**config.mk**
```make
export PLATFORM = sky130hd
export DESIGN_NAME = audio_i2s_stream_tx
export DESIGN_NICKNAME = d
export VERILOG_FILES = /design/src/rtl/audio_i2s_stream_tx.sv
export SDC_FILE = /design/constraint.sdc
export NUM_CORES = 2
export LEC_CHECK = 0
export BUFFER_PORTS_ARGS = -buffer_cell sky130_fd_sc_hd__buf_4
export CORE_MARGIN = 1.5
export CORE_UTILIZATION = 45
export DETAILED_ROUTE_END_ITERATION = 7
export PLACE_DENSITY = 0.56
export SLEW_MARGIN = 20
export SYNTH_ARGS = -nofsm -noshare
export SYNTH_HDL_FRONTEND = slang
export SYNTH_SLANG_ARGS = --single-unit
```
**constraint.sdc**
```tcl
create_clock -name iCLK -period 4.8 [get_ports iCLK]
set_input_delay 0.24 -clock iCLK [delete_from_list [all_inputs] [get_ports iCLK]]
set_output_delay 0.24 -clock iCLK [all_outputs]
set_load 0.01 [all_outputs]
```
**src/rtl/audio_i2s_stream_tx.sv**
```systemverilog
// Stereo I2S / left-justified DAC serializer with a frame FIFO, mute and sticky underrun flag.
// All serial outputs are registered and change only on the BCK falling edge.
module audio_i2s_stream_tx #(
   parameter int DATA_W     = 16,
   parameter int SLOT_W     = 16,
   parameter int FIFO_DEPTH = 64,
   parameter int BCLK_DIV   = 6
) (
   input  logic                          iCLK,
   input  logic                          iRST,
   input  logic [2*DATA_W-1:0]           iDATA,
   input  logic                          iVALID,
   output logic                          oREADY,
   output logic [$clog2(FIFO_DEPTH):0]   oLEVEL,
   input  logic                          iMODE,
   input  logic                          iMUTE,
   input  logic                          iCLR_UNDR,
   output logic                          oUNDERRUN,
   output logic                          oAUD_BCK,
   output logic                          oAUD_LRCK,
   output logic                          oAUD_DATA
);

   localparam int PTR_W   = $clog2(FIFO_DEPTH);
   localparam int LVL_W   = PTR_W + 1;
   localparam int DIV_W   = (BCLK_DIV > 1) ? $clog2(BCLK_DIV) : 1;
   localparam int FRAME_W = 2 * SLOT_W;
   localparam int B_W     = $clog2(FRAME_W);

   logic [2*DATA_W-1:0]  mem_q [FIFO_DEPTH];
   logic [PTR_W-1:0]     wr_ptr_q, wr_ptr_d;
   logic [PTR_W-1:0]     rd_ptr_q, rd_ptr_d;
   logic [LVL_W-1:0]     level_q, level_d;

   logic [DIV_W-1:0]     div_cnt_q, div_cnt_d;
   logic                 bck_q, bck_d;
   logic [B_W-1:0]       slot_q, slot_d;
   logic [FRAME_W-1:0]   shreg_q, shreg_d;
   logic                 mode_q, mode_d;
   logic                 lrck_q, lrck_d;
   logic                 data_q, data_d;
   logic                 undr_q, undr_d;

   logic                 div_wrap, fall_ev, frame_start;
   logic                 fifo_empty, fifo_full, push, pop;
   logic [2*DATA_W-1:0]  head;
   logic [SLOT_W-1:0]    left_pad, right_pad;
   logic [FRAME_W-1:0]   shift_src;
   logic [B_W-1:0]       slot_nxt;
   logic                 mode_eff;

   assign div_wrap    = (div_cnt_q == DIV_W'(BCLK_DIV - 1));
   assign fall_ev     = div_wrap & bck_q;
   assign frame_start = fall_ev & (slot_q == '0);

   assign fifo_empty  = (level_q == '0);
   assign fifo_full   = (level_q == LVL_W'(FIFO_DEPTH));
   assign pop         = frame_start & ~fifo_empty;
   // A full FIFO can still take a write on the cycle its head is popped.
   assign push        = iVALID & (~fifo_full | pop);

   assign head      = mem_q[rd_ptr_q];
   assign left_pad  = SLOT_W'(head[2*DATA_W-1:DATA_W]) << (SLOT_W - DATA_W);
   assign right_pad = SLOT_W'(head[DATA_W-1:0]) << (SLOT_W - DATA_W);
   assign shift_src = frame_start ? (pop ? {left_pad, right_pad} : '0) : shreg_q;
   assign mode_eff  = frame_start ? iMODE : mode_q;
   assign slot_nxt  = (slot_q == B_W'(FRAME_W - 1)) ? '0 : slot_q + B_W'(1);

   always_comb begin
      wr_ptr_d  = push ? wr_ptr_q + PTR_W'(1) : wr_ptr_q;
      rd_ptr_d  = pop  ? rd_ptr_q + PTR_W'(1) : rd_ptr_q;
      level_d   = level_q;
      if (push && !pop)
         level_d = level_q + LVL_W'(1);
      else if (pop && !push)
         level_d = level_q - LVL_W'(1);

      div_cnt_d = div_wrap ? '0 : div_cnt_q + DIV_W'(1);
      bck_d     = div_wrap ? ~bck_q : bck_q;

      slot_d    = slot_q;
      shreg_d   = shreg_q;
      mode_d    = mode_q;
      lrck_d    = lrck_q;
      data_d    = data_q;
      if (fall_ev) begin
         slot_d  = slot_nxt;
         shreg_d = shift_src << 1;
         mode_d  = mode_eff;
         data_d  = ~iMUTE & shift_src[FRAME_W-1];
         // I2S flips LRCK one slot early so the MSB lands one BCK after the edge.
         lrck_d  = mode_eff ? (slot_nxt >= B_W'(SLOT_W)) : (slot_q >= B_W'(SLOT_W));
      end

      undr_d = (frame_start & fifo_empty) | (undr_q & ~iCLR_UNDR);
   end

   always_ff @(posedge iCLK) begin
      if (push)
         mem_q[wr_ptr_q] <= iDATA;
   end

   always_ff @(posedge iCLK or posedge iRST) begin
      if (iRST) begin
         wr_ptr_q  <= '0;
         rd_ptr_q  <= '0;
         level_q   <= '0;
         div_cnt_q <= '0;
         bck_q     <= 1'b0;
         slot_q    <= '0;
         shreg_q   <= '0;
         mode_q    <= 1'b0;
         lrck_q    <= 1'b0;
         data_q    <= 1'b0;
         undr_q    <= 1'b0;
      end else begin
         wr_ptr_q  <= wr_ptr_d;
         rd_ptr_q  <= rd_ptr_d;
         level_q   <= level_d;
         div_cnt_q <= div_cnt_d;
         bck_q     <= bck_d;
         slot_q    <= slot_d;
         shreg_q   <= shreg_d;
         mode_q    <= mode_d;
         lrck_q    <= lrck_d;
         data_q    <= data_d;
         undr_q    <= undr_d;
      end
   end

   assign oREADY    = ~fifo_full;
   assign oLEVEL    = level_q;
   assign oUNDERRUN = undr_q;
   assign oAUD_BCK  = bck_q;
   assign oAUD_LRCK = lrck_q;
   assign oAUD_DATA = data_q;

endmodule

```
; ---- Word-level counts from Yosys, hierarchy flattened
; Memory sizes are Yosys's and may differ from the RTL's.
; Cells that the tools add are included.
[op_classes]
reduce_logical = 7
n_addsub = 6
bitwise = 14
muxes = 10
n_eq_ne = 3
n_lt_le_gt_ge = 2
[ops]
columns = operator, n
row1 = $mux 32, 2
row2 = $mux 7, 2
row3 = $add 6x1->6 const B, 2
row4 = $ge 5x5->1 const B, 2
row5 = $add 7x1->7 const B, 1
row6 = $and 1x1->1, 7
row7 = $eq 7x7->1 const B, 1
row8 = $logic_not 7->1, 1
row9 = $sub 7x1->7 const B, 1
row10 = $add 5x1->5 const B, 1
row11 = $eq 5x5->1 const B, 1
row12 = $logic_not 5->1, 1
row13 = $mux 5, 1
row14 = $not 1->1, 5
row15 = $mux 1, 4
row16 = $add 3x1->3 const B, 1
row17 = $eq 3x3->1 const B, 1
row18 = $mux 3, 1
row19 = $logic_and 1x1->1, 2
row20 = $logic_not 1->1, 2
row21 = $or 1x1->1, 2
row22 = $reduce_bool 2->1, 1
[totals]
n_memories = 1
inputBits = 38
regBits = 63
mem_bits_rw = 2048
output_inout_bits = 12
wordCells = 54
[memory_table]
columns = name, depth, word_bits, rd, rd_ports_with_merged_regs, write_ports, line_no
row1 = mem_q, 64, 32, 1, 0, 1, 30  ; logic [2*DATA_W-1:0] mem_q [FIFO_DEPTH];

; ---- Logic depth before layout (Yosys ltp)
[logic_depth]
word_depth = 10
depth_mapped = 16
mapped_depth_nobuf = 14

; ---- Least setup slack after synthesis
; Ideal clock, no wire load.
[synth_path]
path_type = register -> register
start = register slot_q[0]
end = memory mem_q[59][0] (netlist name), enable pin
slack_ns = 0.930
n_path_buf = 2
period_less_slack_ns = 3.870
path_stages_with_launch = 11
arrival_time_ns = 3.449
required_ns = 4.379
setup_time_ns = 0.421
path_cell_list = dfrtp_1 > inv_1 > ha_1 > or4b_1 > buf_2 > nor2_1 > o21a_1 > buf_2 > and2b_1 > nand3_1 > nor2_1
[synth_between]
elab_chain_cells = 7
[synth_rtl]
columns = item, line_no
row1 = "start, declared", 37  ; logic [B_W-1:0] slot_q, slot_d;
row2 = "start signal, assigned", 122  ; slot_q <= slot_d;
row3 = $logic_not 5->1, 54  ; assign frame_start = fall_ev & (slot_q == '0);
row4 = $and 1x1->1, 54
row5 = $and 1x1->1, 58  ; assign pop = frame_start & ~fifo_empty;
row6 = $or 1x1->1, 60  ; assign push = iVALID & (~fifo_full | pop);
row7 = $and 1x1->1, 60
row8 = named net push, 45  ; logic fifo_empty, fifo_full, push, pop;
row9 = $mux 1, 99  ; if (push)
row10 = $mux 1 (implied by the code), 100  ; mem_q[wr_ptr_q] <= iDATA;
row11 = "end, declared", 30
; The timed path passes the listed nets, and every way through them passes these cells.

; ---- Worst setup path after layout
[layout_path]
start = register slot_q[0]
end = memory mem_q[63][12] (netlist name), enable pin
[layout_between]
elab_chain_cells = 7
[layout_rtl]
columns = item, line_no
row1 = $logic_not 5->1, 54
row2 = $and 1x1->1, 54
row3 = $and 1x1->1, 58
row4 = $or 1x1->1, 60
row5 = $and 1x1->1, 60
row6 = $mux 1, 99
row7 = $mux 1 (implied by the code), 100
; Every way passes these cells.

==> results.sh <==
export IMPL_synth_area_per_inst_um2=22.1
export IMPL_timing_critical_path_cells="inv_1, ha_1, or4b_1, nor2_1, o21a_1, nand4_2, nor2_4, buf_12"
export IMPL_floorplan_die_width_um=428
export IMPL_timing_hold_violations_final=0
export IMPL_cts_max_path_buffers=3
export IMPL_reg2reg_to="mem_q[63][12]"
export IMPL_multi_input_comb_area_mm2=0.0175
export IMPL_power_static_leakage_uw=0.0292
export IMPL_cts_setup_buffers=0
export IMPL_result_of_the_run="completed"
export IMPL_antenna_found_initial=8
export IMPL_end_kind="flip-flop"
export IMPL_r2r_slack_ps=720
export IMPL_floorplan_die_area_mm2=0.183
export IMPL_synth_seq_cells=2111
export IMPL_post_cts_resized=0
export IMPL_core_area_mm2=0.179
export IMPL_clk_latency_ps=850
export IMPL_drt_pass1_iterations=6
export IMPL_fin_total_pwr_uw=40400
export IMPL_cpMaxStageDelayCell="nor2_4"
export IMPL_slew_limit_headroom=0.255
export IMPL_dominant_synthesized_flop_cell="edfxtp_1"
export IMPL_cts_buffers_inserted=214
export IMPL_synth_xor_area_share=0.00173
export IMPL_synth_enable_flop_cells=2048
export IMPL_synthesis_area_mm2=0.0812
export IMPL_holdCritStartpoint="iMODE"
export IMPL_crit_path_max_fanout=16
export IMPL_globalRoute_totalOverflow=0
export IMPL_crit_reg2reg_launch="slot_q[0]"
export IMPL_drc_violation_total_after_the_first_tritonroute_iteration=4550
export IMPL_worst_setup_hold_path_clk_slew_ps=60
export IMPL_timing_critical_path_depth=8
export IMPL_gp_congestion=0.863
export IMPL_ys_warn_count=0
export IMPL_reg2regPathDepth=8
export IMPL_post_synth_mux_area_share=0.163
export IMPL_drt_total_wl_um=216000
export IMPL_worst_slew_pin_transition_ps=1120
export IMPL_syn_instance_count=3668
export IMPL_setup_tns_final_ps=0
export IMPL_final_period_minus_worst_setup_slack_ps=4080
export IMPL_combinational_family_with_the_most_area_after_synthesis="multiplexers"
export IMPL_detailroute_via_count=39200
export IMPL_unrepaired_setup_endpoints_after_global_routing="no"
export IMPL_min_path_cells=3
export IMPL_timing_critical_path_slowest_cell_delay_ps=920
export IMPL_min_delay_worst_type="in2reg"
export IMPL_cts_tree="done"
export IMPL_chip_height_um=428
export IMPL_hold_buffers=38
export IMPL_cts_root_buf="clkbuf_16"
export IMPL_detailedPlacementHpwl_um=124000
export IMPL_power_density_mw_per_mm2=433
export IMPL_groute_usage_overall=0.239
export IMPL_design_final_nets=3995
export IMPL_synthAdderAreaFrac=0.00194
export IMPL_starting_utilization_of_the_core_area=0.454
export IMPL_yosysUniqueCellTypes=65
export IMPL_cp_arrival_ps=4620
export IMPL_cp_required_ps=5340
export IMPL_drv_slew=0
export IMPL_finalSetupViolations=0
export IMPL_grt_start_max_net_pins=76
export IMPL_post_route_skew_ps=37.9
export IMPL_register_area_mm2=0.0631
export IMPL_area_delta_synth_final_pct=14.8
export IMPL_ir_worst_vdd_uv=318
export IMPL_share_of_the_synthesized_area_in_compound_gates_ao_oa_aoi_oai=0.0231
export IMPL_cpLargestDelayFamily="simple AND/OR/NAND/NOR gates"
export IMPL_grt_pass1_vias=39600
export IMPL_buffer_ports_inserted=49
export IMPL_clock_fmax_mhz=245
export IMPL_routed_antenna_nets=0
export IMPL_syn_nets=3718
export IMPL_final_fill_count=14000
export IMPL_global_route_wire_length_before_repair_um=306000
export IMPL_clock_sink_count=2111
export IMPL_io_pins=50
export IMPL_max_cap_violations=0
export IMPL_critPathLaunchType="flip-flop"
export IMPL_htree_num_levels=4
export IMPL_endpoint_of_the_worst_hold_timing_path="mode_q"
export IMPL_post_route_period_util=0.850
export IMPL_drc_errors=0
export IMPL_critical_path_buf_inv_count=2
export IMPL_viasPerCell=6.05
export IMPL_synth_seq_area_share=0.777
export IMPL_worst_setup_path_type="reg2reg"
export IMPL_num_rows=155
export IMPL_final_layout_size_suffix_gt1_frac=0.273
export IMPL_synth_simple_area_share=0.0191
export IMPL_routedWlPerCell_um=33.2
export IMPL_ys_async_sr_fraction=0.0298
-- worst reg2reg max path, cell delays in order, from the launching register on --
cell and delay (ps):
dfrtp_1 400, inv_1 90, ha_1 140, or4b_1 460, nor2_1 270, o21a_1 570
nand4_2 570, nor2_4 920, buf_12 310
-- per-stage QoR --
step,worst slack (ps),hold slack [ps],instances,cell area [µm²],utilization
2_1_floorplan,930,339,3668,81200,-
3_3_place_gp,796,199,6046,85900,0.480
3_5_place_dp,745,205,6046,85900,0.480
4_1_cts,720,186,6486,93200,0.521
5_1_grt,561,216,6487,93200,0.521
6_report,720,238,6489,93200,0.521
-- cell usage after synthesis (10+ instances only) --
cell,number,share of area
a21oi_1,53,0.0033
a211oi_1,44,0.0041
xnor2_1,10,0.0011
mux2_2,12,0.0017
o21ai_0,44,0.0027
edfxtp_1,2048,0.76
nand3_1,45,0.0028
dfrtp_1,63,0.019
inv_1,15,0.00069
a22oi_1,23,0.0021
nor2b_1,16,0.0012
buf_1,28,0.0013
o221ai_1,17,0.0018
o22ai_1,42,0.0032
buf_4,30,0.0028
mux4_2,495,0.14
buf_2,77,0.0047
nand2_1,84,0.0039
ha_1,11,0.0017
nor3_1,14,0.00086
clkbuf_1,64,0.0030
mux2i_1,198,0.024
nand4_1,21,0.0016
nor2_1,98,0.0045
-- how the worst max path moves through the flow --
| stage | endpoint | startpoint |
|---|---|---|
| finish | mem_q[63][12] | slot_q[0] |
| global route | oLEVEL[6] | slot_q[1] |
| CTS | mem_q[63][12] | slot_q[0] |
| detailed placement | mem_q[63][10] | slot_q[0] |
| floorplan | mem_q[59][0] | slot_q[0] |
| global placement | mem_q[63][10] | slot_q[0] |
-- final cells by class --
class                      instances  share of cell area
multi-input combinational       1335               0.188
tap                             2355              0.0316
clock buffer                     262              0.0600
clock inverter                   140              0.0146
sequential                      2111               0.677
inverter                          15            0.000618
timing repair buffer             268              0.0284
antenna                            3           0.0000805
-- where the power goes --
part | total [µW] | internal (µW) | leakage (µW) | switching [µW]
Clock | 16500 | 9350 | 0.00341 | 7100
Combinational | 2740 | 972 | 0.00664 | 1760
Sequential | 21200 | 20900 | 0.0192 | 263
Total | 40400 | 31200 | 0.0292 | 9130
-- cell families after synthesis --
| logic type | count (synthesis) |
|---|---|
| and+or+nand+nor | 326 |
| AOI/OAI and AO/OA | 276 |
| adders and majority gates | 12 |
| buffers and inverters | 222 |
| muxes | 705 |
| xor gates and xnor gates | 16 |
| DFF | 2111 |
-- routing by layer --
metal  track usage  share of wire  vias to the layer above
li1              -              -                    16100
met1         0.352           0.44                    21500
met2         0.375           0.48                     1409
met3        0.0355          0.062                      273
met4        0.0660          0.025                        0
met5             0              0                        -
-- sequential cells by signal (all words and copies together) (netlist names) --
signal	flops
mem_q	2048
oLEVEL	7
mode_q	1
oUNDERRUN	1
oAUD_LRCK	1
oAUD_BCK	1
slot_q	5
div_cnt_q	3
shreg_q	31
oAUD_DATA	1
wr_ptr_q	6
rd_ptr_q	6
-- cell usage in the layout, fill, tap and decap left out, types with 10 or more instances in the layout --
master            n
mux2i_1         198
o221ai_1         17
mux2_2           12
mux4_2          495
clkinv_2         49
a211oi_1         44
clkbuf_16       215
buf_4           187
a22oi_1          23
xnor2_1          10
dlygate4sd3_1    38
nor3_1           14
nand4_1          21
nor2_1           31
bufinv_16        19
buf_12           43
a21oi_1          53
ha_1             11
inv_1            14
edfxtp_1       2048
dfrtp_1          58
clkbuf_1         43
nand2_1          84
nand3_1          45
clkinv_1         54
nor2_4           65
nor2b_1          13
o21ai_0          44
o22ai_1          42
(Power assumes the default switching activity.)
